**src/rtl/map_query_arbiter.sv**
```systemverilog
// Round-robin arbiter sharing one combinational mapRom port among NREQ movement requesters.
// Optional macro MAP_ARB_PACMAN_PRIO_EN gives requester 0 (pacman) strict priority.
module map_query_arbiter #(
  parameter int NREQ = 4,
  parameter int AW   = 9,
  parameter int DW   = 2
) (
  input  logic              clk,
  input  logic              reset,
  input  logic              hold,
  input  logic [NREQ-1:0]   req,
  input  logic [NREQ*AW-1:0] req_x,
  input  logic [NREQ*AW-1:0] req_y,
  output logic [NREQ-1:0]   ack,
  output logic [DW-1:0]     rsp_pixel,
  output logic              busy,
  output logic [AW-1:0]     rom_x,
  output logic [AW-1:0]     rom_y,
  input  logic [DW-1:0]     rom_pixel
);

  localparam int GW = (NREQ > 1) ? $clog2(NREQ) : 1;
`ifdef MAP_ARB_PACMAN_PRIO_EN
  localparam bit PRIO_EN = 1'b1;
`else
  localparam bit PRIO_EN = 1'b0;
`endif

  typedef enum logic [1:0] {
    IDLE = 2'd0,
    ADDR = 2'd1,
    RESP = 2'd2
  } state_t;

  state_t          state_r;
  state_t          state_s;
  logic            grant_s;
  logic [GW-1:0]   pick_s;
  logic [GW-1:0]   last_r;
  logic [GW-1:0]   gnt_r;
  logic            busy_r;

  // Search ascending from last+1 with wrap; with priority, 0 is excluded from the rotation
  // and wins outright whenever it requests.
  function automatic logic [GW-1:0] rr_pick(input logic [NREQ-1:0] r, input logic [GW-1:0] l);
    logic [GW-1:0] g;
    logic          found;
    int            idx;
    g     = l;
    found = 1'b0;
    for (int k = 1; k <= NREQ; k++) begin
      idx = int'(l) + k;
      if (idx >= NREQ) begin
        idx = idx - NREQ;
      end
      if (!found && r[idx] && !(PRIO_EN && (idx == 0))) begin
        g     = GW'(idx);
        found = 1'b1;
      end
    end
    if (PRIO_EN && r[0]) begin
      g = '0;
    end
    return g;
  endfunction

  // Next-state decode and grant decision (arbitration only in IDLE).
  always_comb begin
    state_s = state_r;
    grant_s = 1'b0;
    pick_s  = rr_pick(req, last_r);
    case (state_r)
      IDLE: begin
        if (!hold && (req != '0)) begin
          grant_s = 1'b1;
          state_s = ADDR;
        end else begin
          state_s = IDLE;
        end
      end
      ADDR:    state_s = RESP;
      RESP:    state_s = IDLE;
      default: state_s = IDLE;
    endcase
  end

  // State register and registered busy flag.
  always_ff @(posedge clk or posedge reset) begin
    if (reset) begin
      state_r <= IDLE;
      busy_r  <= 1'b0;
    end else begin
      state_r <= state_s;
      busy_r  <= (state_s != IDLE);
    end
  end

  // Address capture on grant, response capture in ADDR; ack is a single-cycle strobe.
  always_ff @(posedge clk or posedge reset) begin
    if (reset) begin
      rom_x     <= '0;
      rom_y     <= '0;
      gnt_r     <= '0;
      last_r    <= GW'(NREQ - 1);
      ack       <= '0;
      rsp_pixel <= '0;
    end else begin
      if (grant_s) begin
        rom_x <= req_x[pick_s*AW +: AW];
        rom_y <= req_y[pick_s*AW +: AW];
        gnt_r <= pick_s;
        // Pacman grants under priority leave the monster rotation pointer untouched
        if (!(PRIO_EN && (pick_s == '0))) begin
          last_r <= pick_s;
        end
      end
      if (state_r == ADDR) begin
        rsp_pixel <= rom_pixel;
        ack       <= {{(NREQ-1){1'b0}}, 1'b1} << gnt_r;
      end else begin
        ack <= '0;
      end
    end
  end

  assign busy = busy_r;

endmodule
```
**config.mk**
```make
export PLATFORM = sky130hd
export DESIGN_NAME = map_query_arbiter
export DESIGN_NICKNAME = d
export VERILOG_FILES = /design/src/rtl/map_query_arbiter.sv
export SDC_FILE = /design/constraint.sdc
export NUM_CORES = 1
export LEC_CHECK = 0
export ABC_AREA = 1
export CAP_MARGIN = 0
export CORE_MARGIN = 5
export CORE_UTILIZATION = 44
export DETAILED_ROUTE_END_ITERATION = 10
export GPL_TIMING_DRIVEN = 0
export PLACE_DENSITY = 0.9
export SYNTH_ARGS = -nofsm -noshare
export SYNTH_HDL_FRONTEND = slang
export SYNTH_SLANG_ARGS = --single-unit
```
**constraint.sdc**
```tcl
create_clock -name clk -period 5.23 [get_ports clk]
set_input_delay 1.046 -clock clk [delete_from_list [all_inputs] [get_ports clk]]
set_output_delay 1.046 -clock clk [all_outputs]
set_load 0.005 [all_outputs]
```
After elaboration in Yosys (flattened, before gate mapping)
Index checks and enable logic that the tools add are counted.
{ "totals": {"out_inout_bits": 25, "ff_bits": 31, "in_bits": 81, "wordCells": 68} }
{ "op_classes": {"n_addsub": 8, "shift": 3, "n_reduce_logical": 11, "n_mux": 28, "mul": 1, "n_eq_ne": 1, "order_cmp": 8} }
{ "op_table": {"columns": ["op", "n"], "rows": [
  ["< comparator 32 x 4 -> 1 bit (second input constant)", 4],
  ["2-to-1 mux 32 bit", 4],
  ["variable part select 36 x 7 -> 9 bit", 2],
  ["2-to-1 mux 1 bit", 14],
  ["subtractor 3 x 3 -> 4 bit (second input constant)", 3],
  [">= comparator 3 bit (second input constant)", 3],
  ["binary-select mux 1 bit (select 2 bit)", 4],
  ["2-to-1 mux 2 bit", 4],
  ["adder 2 x 2 -> 3 bit (second input constant)", 2],
  ["multiplier 2 x 4 -> 6 bit (second input constant)", 1],
  ["subtractor 4 x 3 -> 5 bit (second input constant)", 1],
  ["adder 2 x 3 -> 4 bit (second input constant)", 1],
  [">= comparator 4 x 3 -> 1 bit (second input constant)", 1],
  ["logical AND 1 bit", 4],
  ["logical NOT 1 bit", 4],
  ["2-to-1 mux 4 bit", 1],
  ["one-hot mux 2 bit (2 select lines)", 1],
  ["nonzero test 4 bit", 1],
  ["<< shifter 1 x 2 -> 4 bit (first input constant)", 1],
  ["adder 2 x 1 -> 3 bit (second input constant)", 1],
  ["equality test 2 x 1 -> 1 bit (second input constant)", 1],
  ["logical NOT 2 bit", 1],
  ["nonzero test 2 bit", 1]
]} }

Logic depth before layout (Yosys ltp)
{ "depth": {"word_depth": 18, "mapped_depth": 15, "mapped_depth_nobuf": 14} }

Worst setup path after synthesis
Ideal clock, no wire load.
{ "synth_timing": {"path_kind": "input -> register", "from": "input port req[0]", "to": "register rom_y[2]", "required_time_ns": 5.112, "setup_slack_ns": 3.042, "cell_stages": 11, "arrival_ns": 2.070, "path_cell_list": "nand2_1 -> nand2_2 -> nand2_2 -> nand2_2 -> nor2_1 -> nand3_2 -> buf_2 -> nand3_1 -> nand3_1 -> nand3_1 -> nand2_1"} }
{ "synth_between": {"elab_chain_cells": 15, "elab_cells_between_ends": 31, "classes_between": "mul (1); shift (1); mux (21); reduce/logical (8)"} }
{ "synth_rtl": {"columns": ["item", "line_no", "source"], "rows": [
  ["from (decl)", "11", "input logic [NREQ-1:0] req,"],
  ["binary-select mux 1 bit (select 2 bit)", "56", "if (!found && r[idx] && !(PRIO_EN && (idx == 0))) begin"],
  ["2-to-1 mux 1 bit (implied by the code) (2 in a row)", "56", null],
  ["2-to-1 mux 1 bit", "56", null],
  ["logical NOT 1 bit", "56", null],
  ["logical AND 1 bit", "56", null],
  ["2-to-1 mux 1 bit", "56", null],
  ["logical NOT 1 bit", "56", null],
  ["logical AND 1 bit", "56", null],
  ["2-to-1 mux 1 bit", "56", null],
  ["logical NOT 1 bit", "56", null],
  ["logical AND 1 bit", "56", null],
  ["2-to-1 mux 2 bit", "56", null],
  ["multiplier 2 x 4 -> 6 bit", "110", "rom_y <= req_y[pick_s*AW +: AW];"],
  ["variable part select 36 x 7 -> 9 bit", "110", null],
  ["to (signal assigned)", "110", null],
  ["to (decl)", "18", "output logic [AW-1:0] rom_y,"]
]} }
Several ways; a longest one is shown, not always the timed one. The select of a mux whose other input is x is not followed.
A chain may end at the register's enable or synchronous reset.

Final worst setup path
{ "layout_timing": {"from": "input port req[2]", "to": "register rom_y[2]"} }
The elaborated chain is that of the path after synthesis.

==> metrics.cfg <==
[floorplanning]
initial_core_util_pct = 45.9
num_rows = 25
dieHeight_um = 80.4
die_w_um = 80.4
core_region_area_mm2 = 0.00475
dieArea_mm2 = 0.00647
io_pins = 106

[worst_setup_path]
critPathLaunch = req[2]
cpPeakStageDelay_ns = 0.48
worstPathRequired_ns = 5.40
r2r_cells = 12
crit_path_end = rom_y[2]
rr_startpoint = last_r[0]
critPathSlowestCell = clkdlybuf4s50_1
worstSetupEndpointType = register
reg2reg_to = rom_y[2]
critPathKind = input port to register
path_cells = clkdlybuf4s50_1 -> nand2_1 -> nand2_1 -> nand2_2 -> nand2_2 -> nor2_1 -> nand3_2 -> buf_2 -> nand3_1 -> nand3_1 -> nand3_1 -> nand2_1
cp_max_fo = 10
cp-start-kind = input port
r2r_setup_slack_ns = 3.02
cp.arrival_ns = 2.96

[route]
drt_iter0_drc = 187
drt_wl_total_um = 6860
remaining_drc_errors = 0
ant_nets = 0
drtPass1Iterations = 5
wire_per_inst_um = 13.6
via_per_inst = 5.07
routed-via-count = 2566

[min_path]
hp-class = register to register

[clock_tree]
numCtsBuffers = 5
cts_tree = done
ctsHtreeMaxLevel = 2
cts_resized = 0
clock_latency_ns = 0.28
clkTransAtPathRegs_ns = 0.06
numClockSinks = 31
cts-root-buf = clkbuf_8
clk_path_buf_depth = 2
hold_buffers = 0
cts_setup_buffers = 0

[timing]
hold_violations = 0
final.setup.tns_ns = 0
grt_setup_unrepaired = false
slew_headroom_pct = 23.0
fmax_ghz = 0.358
maxSlewViolCount = 0
skew_ns = 0.00659
setup_viol = 0
tightest_slew_ns = 1.15
period_share_pct = 53.4
timing.final.crit_period_ns = 2.79

[synth]
yosysWarnings = 0
ys_types = 22
synth-seq-area-share_pct = 35.7
syn-num-nets = 407
ys_ff_latch = 31
synthArstFlopShare_pct = 100
synth_edf_count = 0
syn-cell-area_mm2 = 0.00218
yosysTopAreaCell = dfrtp_1
synth_top_area_share_pct = 33.3
syn_area_per_cell_um2 = 6.69
synthCells = 326
synth-main-ff-cell = dfrtp_1
synth.area.top_cells = dfrtp_1 (33%), nand2_1 (21%), nand3_1 (18%), nand3b_1 (6.2%), inv_1 (4.3%)

[pwr]
p_leak_nw = 1.69
clock_power_share_pct = 11.4
power_density_mw_per_mm2 = 621
vdd_drop_max_mv = 0.344
swShare_pct = 48.3
p_int_w = 0.00110
p_comb_share_pct = 69.7
p_seq_share_pct = 18.9
p_sw_w = 0.00103

[placed_design]
gp_congestion = 0.921
dp.final_hpwl_um = 5330
dpl_cell_area_mm2 = 0.00332
portBuffers = 105

[global_route]
grt_pass1_wl_um = 11000
antenna_found_initial = 0
grt_pass1_vias = 2508
grtUsageTotal_pct = 21.9
grt_max_degree = 32
gr-total-overflow = 0

[final_layout]
final_common_cell = nand2_1
nets = 519
n_antenna_cell = 0
area_growth_syn_to_layout_pct = 57.4
stdcell_area_mm2 = 0.00343
most-common-layout-cells = nand2_1 (124), clkdlybuf4s50_1 (105), nand3_1 (78)
layout-drive-gt1-share_pct = 9.79

[flow_run]
max_cap_viol_count = 0

[run_status]
status = completed

## flip-flops by register name, indices dropped and copies added, names as in the netlist
register	flops
gnt_r	2
ack	4
state_r	2
busy	1
last_r	2
rom_y	9
rom_x	9
rsp_pixel	2
## cells in the mapped netlist (2+ instances only)
master / count
dfstp_2: 2
inv_2: 4
nand3b_1: 18
nand2_1: 124
nor2_1: 2
nand3_1: 78
o21ai_0: 5
dfrtp_1: 29
clkbuf_1: 2
nor3_1: 4
buf_6: 3
nand2_2: 8
nand3_2: 3
buf_4: 2
buf_2: 8
nand2_4: 3
inv_1: 25
a21oi_1: 2
## kinds of logic after synthesis
| kind of cell | synth area share, % |
|---|---|
| DFF | 35.7 |
| buffers and inverters | 9.69 |
| AOI/OAI and AO/OA | 1.61 |
| and+or+nand+nor | 53.0 |
## routing by layer
metal | wire length [um] | share of wire (%) | GRT usage (%)
met5 | 0 | 0 | 0
met4 | 145 | 2.1 | 8.28
met3 | 719 | 10 | 6.17
met2 | 3410 | 50 | 38.8
met1 | 2590 | 38 | 24.6
## metrics by stage
| stage | total power, W | worst slack [ns] | std cells | util, % | hold slack [ns] |
|---|---|---|---|---|---|
| floorplan | 0.00139 | 3.04 | 326 | - | 0.432 |
| global placement | 0.00183 | 2.28 | 498 | 69.8 | 0.442 |
| detailed placement | 0.00187 | 2.21 | 498 | 69.8 | 0.448 |
| CTS | 0.00213 | 2.48 | 506 | 72.2 | 0.457 |
| global route | 0.00232 | 2.29 | 506 | 72.2 | 0.488 |
| finish | 0.00213 | 2.44 | 506 | 72.2 | 0.457 |
## critical path, delay by kind of cell
family / cells / cell delay [ns]
buf+inv: 2 / 0.74
simple gates: 10 / 1.16
## final cells by class
cell class	instances	area [um^2]
fill	402	1320
multi-input combinational	250	1190
timing repair buffer	105	1050
sequential	31	778
inverter	30	115
buffer	15	96.3
tap	67	83.8
clock buffer	6	82.6
clock inverter	2	35.0
## worst min-delay path by stage
stage | start | end | cells past startpoint
after detailed placement | gnt_r[0] | ack[2] | 1
final | gnt_r[0] | ack[2] | 1
after CTS | gnt_r[0] | ack[2] | 1
after global routing | gnt_r[1] | ack[1] | 1
after floorplan | gnt_r[0] | ack[0] | 1
after global placement | gnt_r[0] | ack[0] | 1
## power by group through the flow
stage | combinational, W | clock (W) | sequential [W]
global route | 0.00164 | 0.000260 | 0.000416
global placement | 0.00143 | 0 | 0.000401
floorplan | 0.000985 | 0 | 0.000408
CTS | 0.00148 | 0.000245 | 0.000402
finish | 0.00149 | 0.000243 | 0.000403
detailed placement | 0.00147 | 0 | 0.000405
Power figures use the tool's default switching activity.
==> RTL edit: new RTL, same flow settings <==
Reset style: synchronous (`reset`), changed in 2 clocked blocks.
--- a/src/rtl/map_query_arbiter.sv
+++ b/src/rtl/map_query_arbiter.sv
@@ -87,3 +87,3 @@
   // State register and registered busy flag.
-  always_ff @(posedge clk or posedge reset) begin
+  always_ff @(posedge clk) begin
     if (reset) begin
@@ -98,3 +98,3 @@
   // Address capture on grant, response capture in ADDR; ack is a single-cycle strobe.
-  always_ff @(posedge clk or posedge reset) begin
+  always_ff @(posedge clk) begin
     if (reset) begin
Formal check against the unedited RTL: differs if reset is asserted again (counterexample within 4 cycles, from zero or initial values and one cycle with reset high); with reset held inactive, the same outputs for 10 cycles.
==> RTL edit against the unedited design <==
Critical path type unchanged. Synthesized area decreased by 2.9%. Setup slack got worse by 0.015 ns. Register-to-register slack improved by 0.23 ns. Utilization decreased by 0.72 points. Sequential cell count unchanged. Wire length increased by 0.69%. Cell area decreased by 2.3%.
Power is not compared: it rests on default switching activity, and its combinational part moved more than twofold at a synthesized area within 25%.
==> RTL edit: results (changes against the unedited design) <==
Placement Setup Slack=2.15 ns (-0.0615 ns); Hold WS=0.467 ns (+0.00934 ns); DRT met1 WL=2.67 mm (+3.2%); crit path time final=2.81 ns (+0.0151 ns); largest net degree at the start of global routing=11 (-66%); Clock-cell share=0.0350 (+0.000804); share of cells above drive strength 1=0.0935 (-0.00441); overall routing resource usage=0.221 (+0.00193); worst r2r src=last_r[0]; via count=2643 (+3.0%); CP top delay family=buffers and inverters; crit path to=rom_y[1]; Max-slew headroom=0.489 (+0.259); number of multi-input logic gates=256 (+2.4%); register area=621 um2 (-20%); number of non-clock buffers=123 (+2.5%); Critical Path Slowest Stage Cell=nor4_1; top post-synthesis cells by area=dfxtp_1 29%, nand2_1 18%, nand3_1 18%; met1 usage=0.245 (-0.000674); drt wl/cell=13.7 um (+1.3%); grt met2 use=0.386 (-0.00272); ys async rst share=0 (-1.00); Hold Crit Depth=2 (+1); filler cell count=397 (-1.2%); r2r setup slk=3.25 ns (+0.23 ns); RePlAce Congestion=0.893 (-3.0%); post-route design area=3360 um2 (-2.3%); Iter 0 DRT Violations=160 (-14%); non-clock inverter count=31 (+3.3%); Layout non-clock buf frac=0.343 (+0.00859); Hold Path End=rom_y[7]; skew final=0.00496 ns (-0.00163 ns); met3 usage=0.0564 (-0.00523); dpl hpwl=5.40 mm (+1.4%); status=completed; Nets=529 (+1.9%); vias in the first global route=2449 (-2.4%); fraction of area in multi-input gates=0.377 (+0.0298); CP peak stage delay=0.58 ns (+0.10 ns); routed length on met2=3.41 mm (about the same)
==> RTL edit: changes by cell type after synthesis, sizes merged, moves of 2 or more <==
cell,unedited run,this run
dfxtp,0,31
dfrtp,29,0
a21oi,2,23
nand2,135,115
nor2,2,12
clkbuf,2,6
nor3,4,0
o21ai,5,2
dfstp,2,0
o211ai,0,2
==> RTL edit: through the flow <==
stage / power, mW / cells
2_1_floorplan: 0.646 / 336
3_3_place_gp: 0.838 / 495
3_5_place_dp: 0.851 / 495
4_1_cts: 1.10 / 503
5_1_grt: 1.18 / 503
6_report: 1.10 / 503
==> RTL edit: logic make-up (layout without fill, tap and decap cells) <==
| group | after synthesis | after routing | synth area share |
|---|---|---|---|
| AOI/OAI and AO/OA | 27 | 27 | 0.0661 |
| buffers and inverters | 49 | 162 | 0.110 |
| DFF | 31 | 31 | 0.293 |
| and+or+nand+nor | 229 | 229 | 0.531 |
